## config.mk

```make
export PLATFORM = sky130hd
export DESIGN_NAME = bcedn_frame_sched
export DESIGN_NICKNAME = d
export VERILOG_FILES = /design/src/rtl/bcedn_frame_sched.sv
export SDC_FILE = /design/constraint.sdc
export NUM_CORES = 1
export LEC_CHECK = 0
export BUFFER_PORTS_ARGS = -buffer_cell sky130_fd_sc_hd__buf_2
export CORE_MARGIN = 10
export CORE_UTILIZATION = 44
export DETAILED_ROUTE_END_ITERATION = 16
export PLACE_DENSITY = 0.69
export SLEW_MARGIN = 20
export SYNTH_ARGS = -nofsm -noshare
export SYNTH_HDL_FRONTEND = slang
export SYNTH_SLANG_ARGS = --single-unit
```

## constraint.sdc

```tcl
create_clock -name clk -period 2.3 [get_ports clk]
set_input_delay 0.23 -clock clk [delete_from_list [all_inputs] [get_ports clk]]
set_output_delay 0.23 -clock clk [all_outputs]
set_load 0.02 [all_outputs]
```

## src/rtl/bcedn_frame_sched.sv

```systemverilog
// Frame scheduler in front of the adapter: issues frame starts, meters pixels
// with an inter-row gap, and retires frames by counting adapter output vectors.
module bcedn_frame_sched #(
  parameter int H                = 32,
  parameter int W                = 128,
  parameter int DATA_IN_FP_WIDTH = 8,
  parameter int ROW_GAP          = 1,
  parameter int OUT_CNT          = 4096
) (
  input  logic                        clk,
  input  logic                        rst,
  input  logic                        frame_req,
  output logic                        frame_ack,
  input  logic                        src_valid,
  input  logic [DATA_IN_FP_WIDTH-1:0] src_data,
  output logic                        src_ready,
  output logic                        adp_start,
  output logic                        adp_in_en,
  output logic [DATA_IN_FP_WIDTH-1:0] adp_data,
  input  logic                        adp_tg_next,
  input  logic                        adp_out_en,
  output logic                        frame_done,
  output logic [1:0]                  inflight,
  output logic                        err
);

  localparam int CW = (W > 1) ? $clog2(W) : 1;
  localparam int RW = (H > 1) ? $clog2(H) : 1;
  localparam int OW = (OUT_CNT > 1) ? $clog2(OUT_CNT) : 1;
  localparam int GW = (ROW_GAP > 0) ? $clog2(ROW_GAP + 1) : 1;

  localparam logic [CW-1:0] COL_LAST = CW'(W - 1);
  localparam logic [RW-1:0] ROW_LAST = RW'(H - 1);
  localparam logic [OW-1:0] OUT_LAST = OW'(OUT_CNT - 1);
  localparam logic [GW-1:0] GAP_LAST = GW'((ROW_GAP > 0) ? ROW_GAP - 1 : 0);

  typedef enum logic [1:0] {S_IDLE, S_START, S_STREAM, S_GAP} state_t;

  state_t                      state_q, state_d;
  logic [CW-1:0]               col_q, col_d;
  logic [RW-1:0]               row_q, row_d;
  logic [GW-1:0]               gap_q, gap_d;
  logic [OW-1:0]               out_cnt_q, out_cnt_d;
  logic [1:0]                  inflight_q, inflight_d;
  logic                        tg_seen_q, tg_seen_d;
  logic                        err_q, err_d;
  logic                        done_q, done_d;
  logic                        in_en_q;
  logic [DATA_IN_FP_WIDTH-1:0] data_q;
  logic                        launch, start, xfer, out_hit, retire;

  always_comb begin
    state_d   = state_q;
    col_d     = col_q;
    row_d     = row_q;
    gap_d     = gap_q;
    src_ready = 1'b0;
    start     = 1'b0;
    launch    = 1'b0;
    xfer      = 1'b0;
    unique case (state_q)
      S_IDLE: begin
        if (frame_req && tg_seen_q && (inflight_q != 2'd2)) begin
          launch  = 1'b1;
          state_d = S_START;
        end
      end
      S_START: begin
        start   = 1'b1;
        col_d   = '0;
        row_d   = '0;
        gap_d   = '0;
        state_d = S_STREAM;
      end
      S_STREAM: begin
        src_ready = 1'b1;
        xfer      = src_valid;
        if (xfer) begin
          if (col_q == COL_LAST) begin
            col_d = '0;
            if (row_q == ROW_LAST) begin
              row_d   = '0;
              state_d = S_IDLE;
            end else begin
              row_d   = row_q + 1'b1;
              state_d = (ROW_GAP > 0) ? S_GAP : S_STREAM;
            end
          end else begin
            col_d = col_q + 1'b1;
          end
        end
      end
      S_GAP: begin
        if (gap_q == GAP_LAST) begin
          gap_d   = '0;
          state_d = S_STREAM;
        end else begin
          gap_d = gap_q + 1'b1;
        end
      end
      default: state_d = S_IDLE;
    endcase
  end

  // inflight and tg_seen change on the launch edge, so they already reflect
  // the new frame during the START cycle; a tg_next seen during START is dropped.
  always_comb begin
    out_hit   = adp_out_en && (inflight_q != 2'd0);
    retire    = out_hit && (out_cnt_q == OUT_LAST);
    out_cnt_d = out_cnt_q;
    if (retire)       out_cnt_d = '0;
    else if (out_hit) out_cnt_d = out_cnt_q + 1'b1;
    inflight_d = inflight_q;
    unique case ({launch, retire})
      2'b10:   inflight_d = inflight_q + 2'd1;
      2'b01:   inflight_d = inflight_q - 2'd1;
      default: inflight_d = inflight_q;
    endcase
    tg_seen_d = tg_seen_q;
    if (launch)                                tg_seen_d = 1'b0;
    else if (adp_tg_next && state_q != S_START) tg_seen_d = 1'b1;
    err_d  = err_q | (adp_out_en && (inflight_q == 2'd0));
    done_d = retire;
  end

  always_ff @(posedge clk or negedge rst) begin
    if (!rst) begin
      state_q    <= S_IDLE;
      col_q      <= '0;
      row_q      <= '0;
      gap_q      <= '0;
      out_cnt_q  <= '0;
      inflight_q <= '0;
      tg_seen_q  <= 1'b1;
      err_q      <= 1'b0;
      done_q     <= 1'b0;
      in_en_q    <= 1'b0;
      data_q     <= '0;
    end else begin
      state_q    <= state_d;
      col_q      <= col_d;
      row_q      <= row_d;
      gap_q      <= gap_d;
      out_cnt_q  <= out_cnt_d;
      inflight_q <= inflight_d;
      tg_seen_q  <= tg_seen_d;
      err_q      <= err_d;
      done_q     <= done_d;
      in_en_q    <= xfer;
      if (xfer) data_q <= src_data;
    end
  end

  assign frame_ack  = start;
  assign adp_start  = start;
  assign adp_in_en  = in_en_q;
  assign adp_data   = data_q;
  assign frame_done = done_q;
  assign inflight   = inflight_q;
  assign err        = err_q;

endmodule

```

==> results.cfg <==
[critical_path]
path_delay_family = simple AND/OR/NAND/NOR gates
crit_buf_inv = 0
cp.arrival_ps = 2060
critPathMaxFanout = 8
cp_slowest_stage_delay_ps = 500
crit_chain = o21a_1 > nand2_1 > nor4_4 > ha_1 > nor2_1 > xnor2_1
cp_slowest_cell = dfrtp_1
crit_type = reg -> reg
end_kind = flip-flop
start_kind = flip-flop
cp.required_ps = 2520

[sta]
slew_violations = 0
worst_slew_pin_slew_ps = 864
whs_ps = 37.7
fin_crit_ps = 1840
setup_viol = 0
hold_violations = 0
timing.fmax_ghz = 0.545
max-slew-margin-rel_pct = 42.4
finalCritPeriodShare_pct = 79.8
skew_ps = 5.14
grt_setup_unrepaired = no
tns_ps = 0

[synth]
yosysTopAreaCell = dfrtp_1
synth-async-reset-ratio_pct = 100
synthFlopType = dfrtp_1
syn-num-nets = 212
synthTopCellsByCount = 39 x dfrtp_1, 39 x nand2_1, 16 x nor2_1
yosysUniqueCellTypes = 45
seq_area_frac_synth_pct = 52.2
avgSynthCellArea_um2 = 9.95
yosys_warnings = 0
synthCells = 193
yosys-top-cells-area = dfrtp_1 51%, nand2_1 7.6%, xnor2_1 5.9%, nand3_1 3.6%, ha_1 3.3%
synth_area_um2 = 1920
synth-edff-count = 0
synth_seq_cells = 40
synth_top_cell_area_share_pct = 50.8

[floorplanning]
io_pins = 30
start_util_pct = 46.7
die-area_um2 = 7410
die_y_um = 86.1
row_count = 23
dieWidth_um = 86.1
fp.coreArea_um2 = 4120

[routing]
wl_um = 3880
avgViaCountPerCell = 5.31
drc = 0
first_iter_violations = 73
vias = 1471
ant_nets = 0
firstDrtPassIters = 4
routedWlPerCell_um = 14.0

[final_layout]
n_antenna_cell = 0
layout.nets = 245
nFillCells = 373
drive_gt1_share_pct = 22.9
seq_area_um2 = 1000
areaGrowthSynthToFinish_pct = 16.1
multi_input_area_um2 = 867
post-route-util_pct = 54.2
fin_cells = 277

[pwr]
power_uw = 1500
leakagePower_uw = 0.00114
p_per_area_nw_per_um2 = 674
ir_drop_uv = 312

[grt]
grt_max_degree = 41
grt_overflow = 0
grt_pass1_wl_um = 6930
antenna_found_initial = 0
grt_pass1_vias = 1493
grt.total_usage_pct = 11.3

[placed_design]
port_buffers = 29
dp_cells = 269
hpwlAfterDp_um = 2750
place_congestion = 0.748

[job]
cap_violations = 0

[min_path]
min_path_type = in -> async

[clock_network]
clockBufferDepth = 2
cts_tree = done
insertion_delay_ps = 300
cts_buffers = 5
ctsHoldBuffers = 0
clock-root-buffer = clkbuf_8
post_cts_buffers = 0
post_cts_resized = 0
h-tree-depth = 2
clkTransAtPathRegs_ps = 80
cts.sinks = 40

[outcome]
status = finished clean
[state kept, by name, summed over array words and instances (netlist names)]
register    flops
row_q           5
inflight        2
frame_done      1
state_q         2
err             1
adp_in_en       1
col_q           7
out_cnt_q      12
adp_data        8
tg_seen_q       1
[cells in the final DEF (no fill, tap or decap), types with 2 or more instances in the layout]
cell      Yosys  final
and2_1        2      2
nand2_1      39     39
o31ai_1       2      2
buf_2         2     29
nor2_1       16     16
nor4_1        2      2
o21ai_1       7      7
nand3_1      14     14
a31oi_1       2      2
a21o_1        2      2
buf_4         1      2
dfrtp_1      39     39
ha_1          5      5
nand4_1       2      2
and3_1        3      3
nor3_1        4      4
a21oi_1       4      4
inv_2         4      4
o211ai_1      2      2
inv_1         3      3
xnor2_1      13     13
clkbuf_8      0      5
[worst reg2reg max path, cell delays in order, from the launching register on]
cell and delay (ps):
dfrtp_1 500, o21a_1 230, nand2_1 130, nor4_4 320, ha_1 300, nor2_1 160
xnor2_1 130
[layout make-up]
| cell class | count | share of cell area, % |
|---|---|---|
| tap | 50 | 2.81 |
| clock inverter | 3 | 1.91 |
| inverter | 7 | 1.18 |
| timing repair buffer | 31 | 7.18 |
| sequential | 40 | 44.9 |
| multi-input combinational | 141 | 38.9 |
| clock buffer | 5 | 3.09 |
[kinds of logic after synthesis]
| logic type | after synthesis | synth area share [%] |
|---|---|---|
| and+or+nand+nor | 92 | 24.9 |
| DFF | 40 | 52.2 |
| AOI/OAI and AO/OA | 30 | 10.6 |
| xor gates and xnor gates | 14 | 6.38 |
| buffers and inverters | 12 | 2.67 |
| adders and majority gates | 5 | 3.26 |
[metrics by stage]
stage | area, um2 | setup WS [ps]
2_1_floorplan | 1920 | 324
3_3_place_gp | 2120 | 569
3_5_place_dp | 2120 | 477
4_1_cts | 2230 | 456
5_1_grt | 2230 | 314
6_report | 2230 | 464
[power breakdown]
| part | leakage (uW) | internal (uW) | switching (uW) |
|---|---|---|---|
| clock network | 0.0000541 | 321 | 251 |
| registers | 0.000538 | 745 | 63.4 |
| logic | 0.000551 | 55.3 | 68.7 |
[routing by layer]
metal / wire, um / share of wire (%) / track usage, % / up-vias
li1: - / - / - / 737
met2: 1740 / 45 / 17.0 / 38
met5: 0 / 0 / 0 / -
met3: 252 / 6.5 / 4.54 / 6
met1: 1830 / 47 / 14.1 / 690
met4: 56 / 1.4 / 4.04 / 0
[path summary, 6_finish.rpt]
kind,slack (ps),startpoint,cells past startpoint,endpoint
worst max register to register,460,inflight[0],6,inflight[1]
worst min register to register,460,err,1,err
worst min-delay path,40,rst,1,out_cnt_q[3]
max in group asynchronous,1720,rst,1,adp_in_en
min in group clk,120,src_data[0],3,adp_data[0]
worst max-delay path,460,inflight[0],6,inflight[1]
Power figures use the tool's default switching activity.
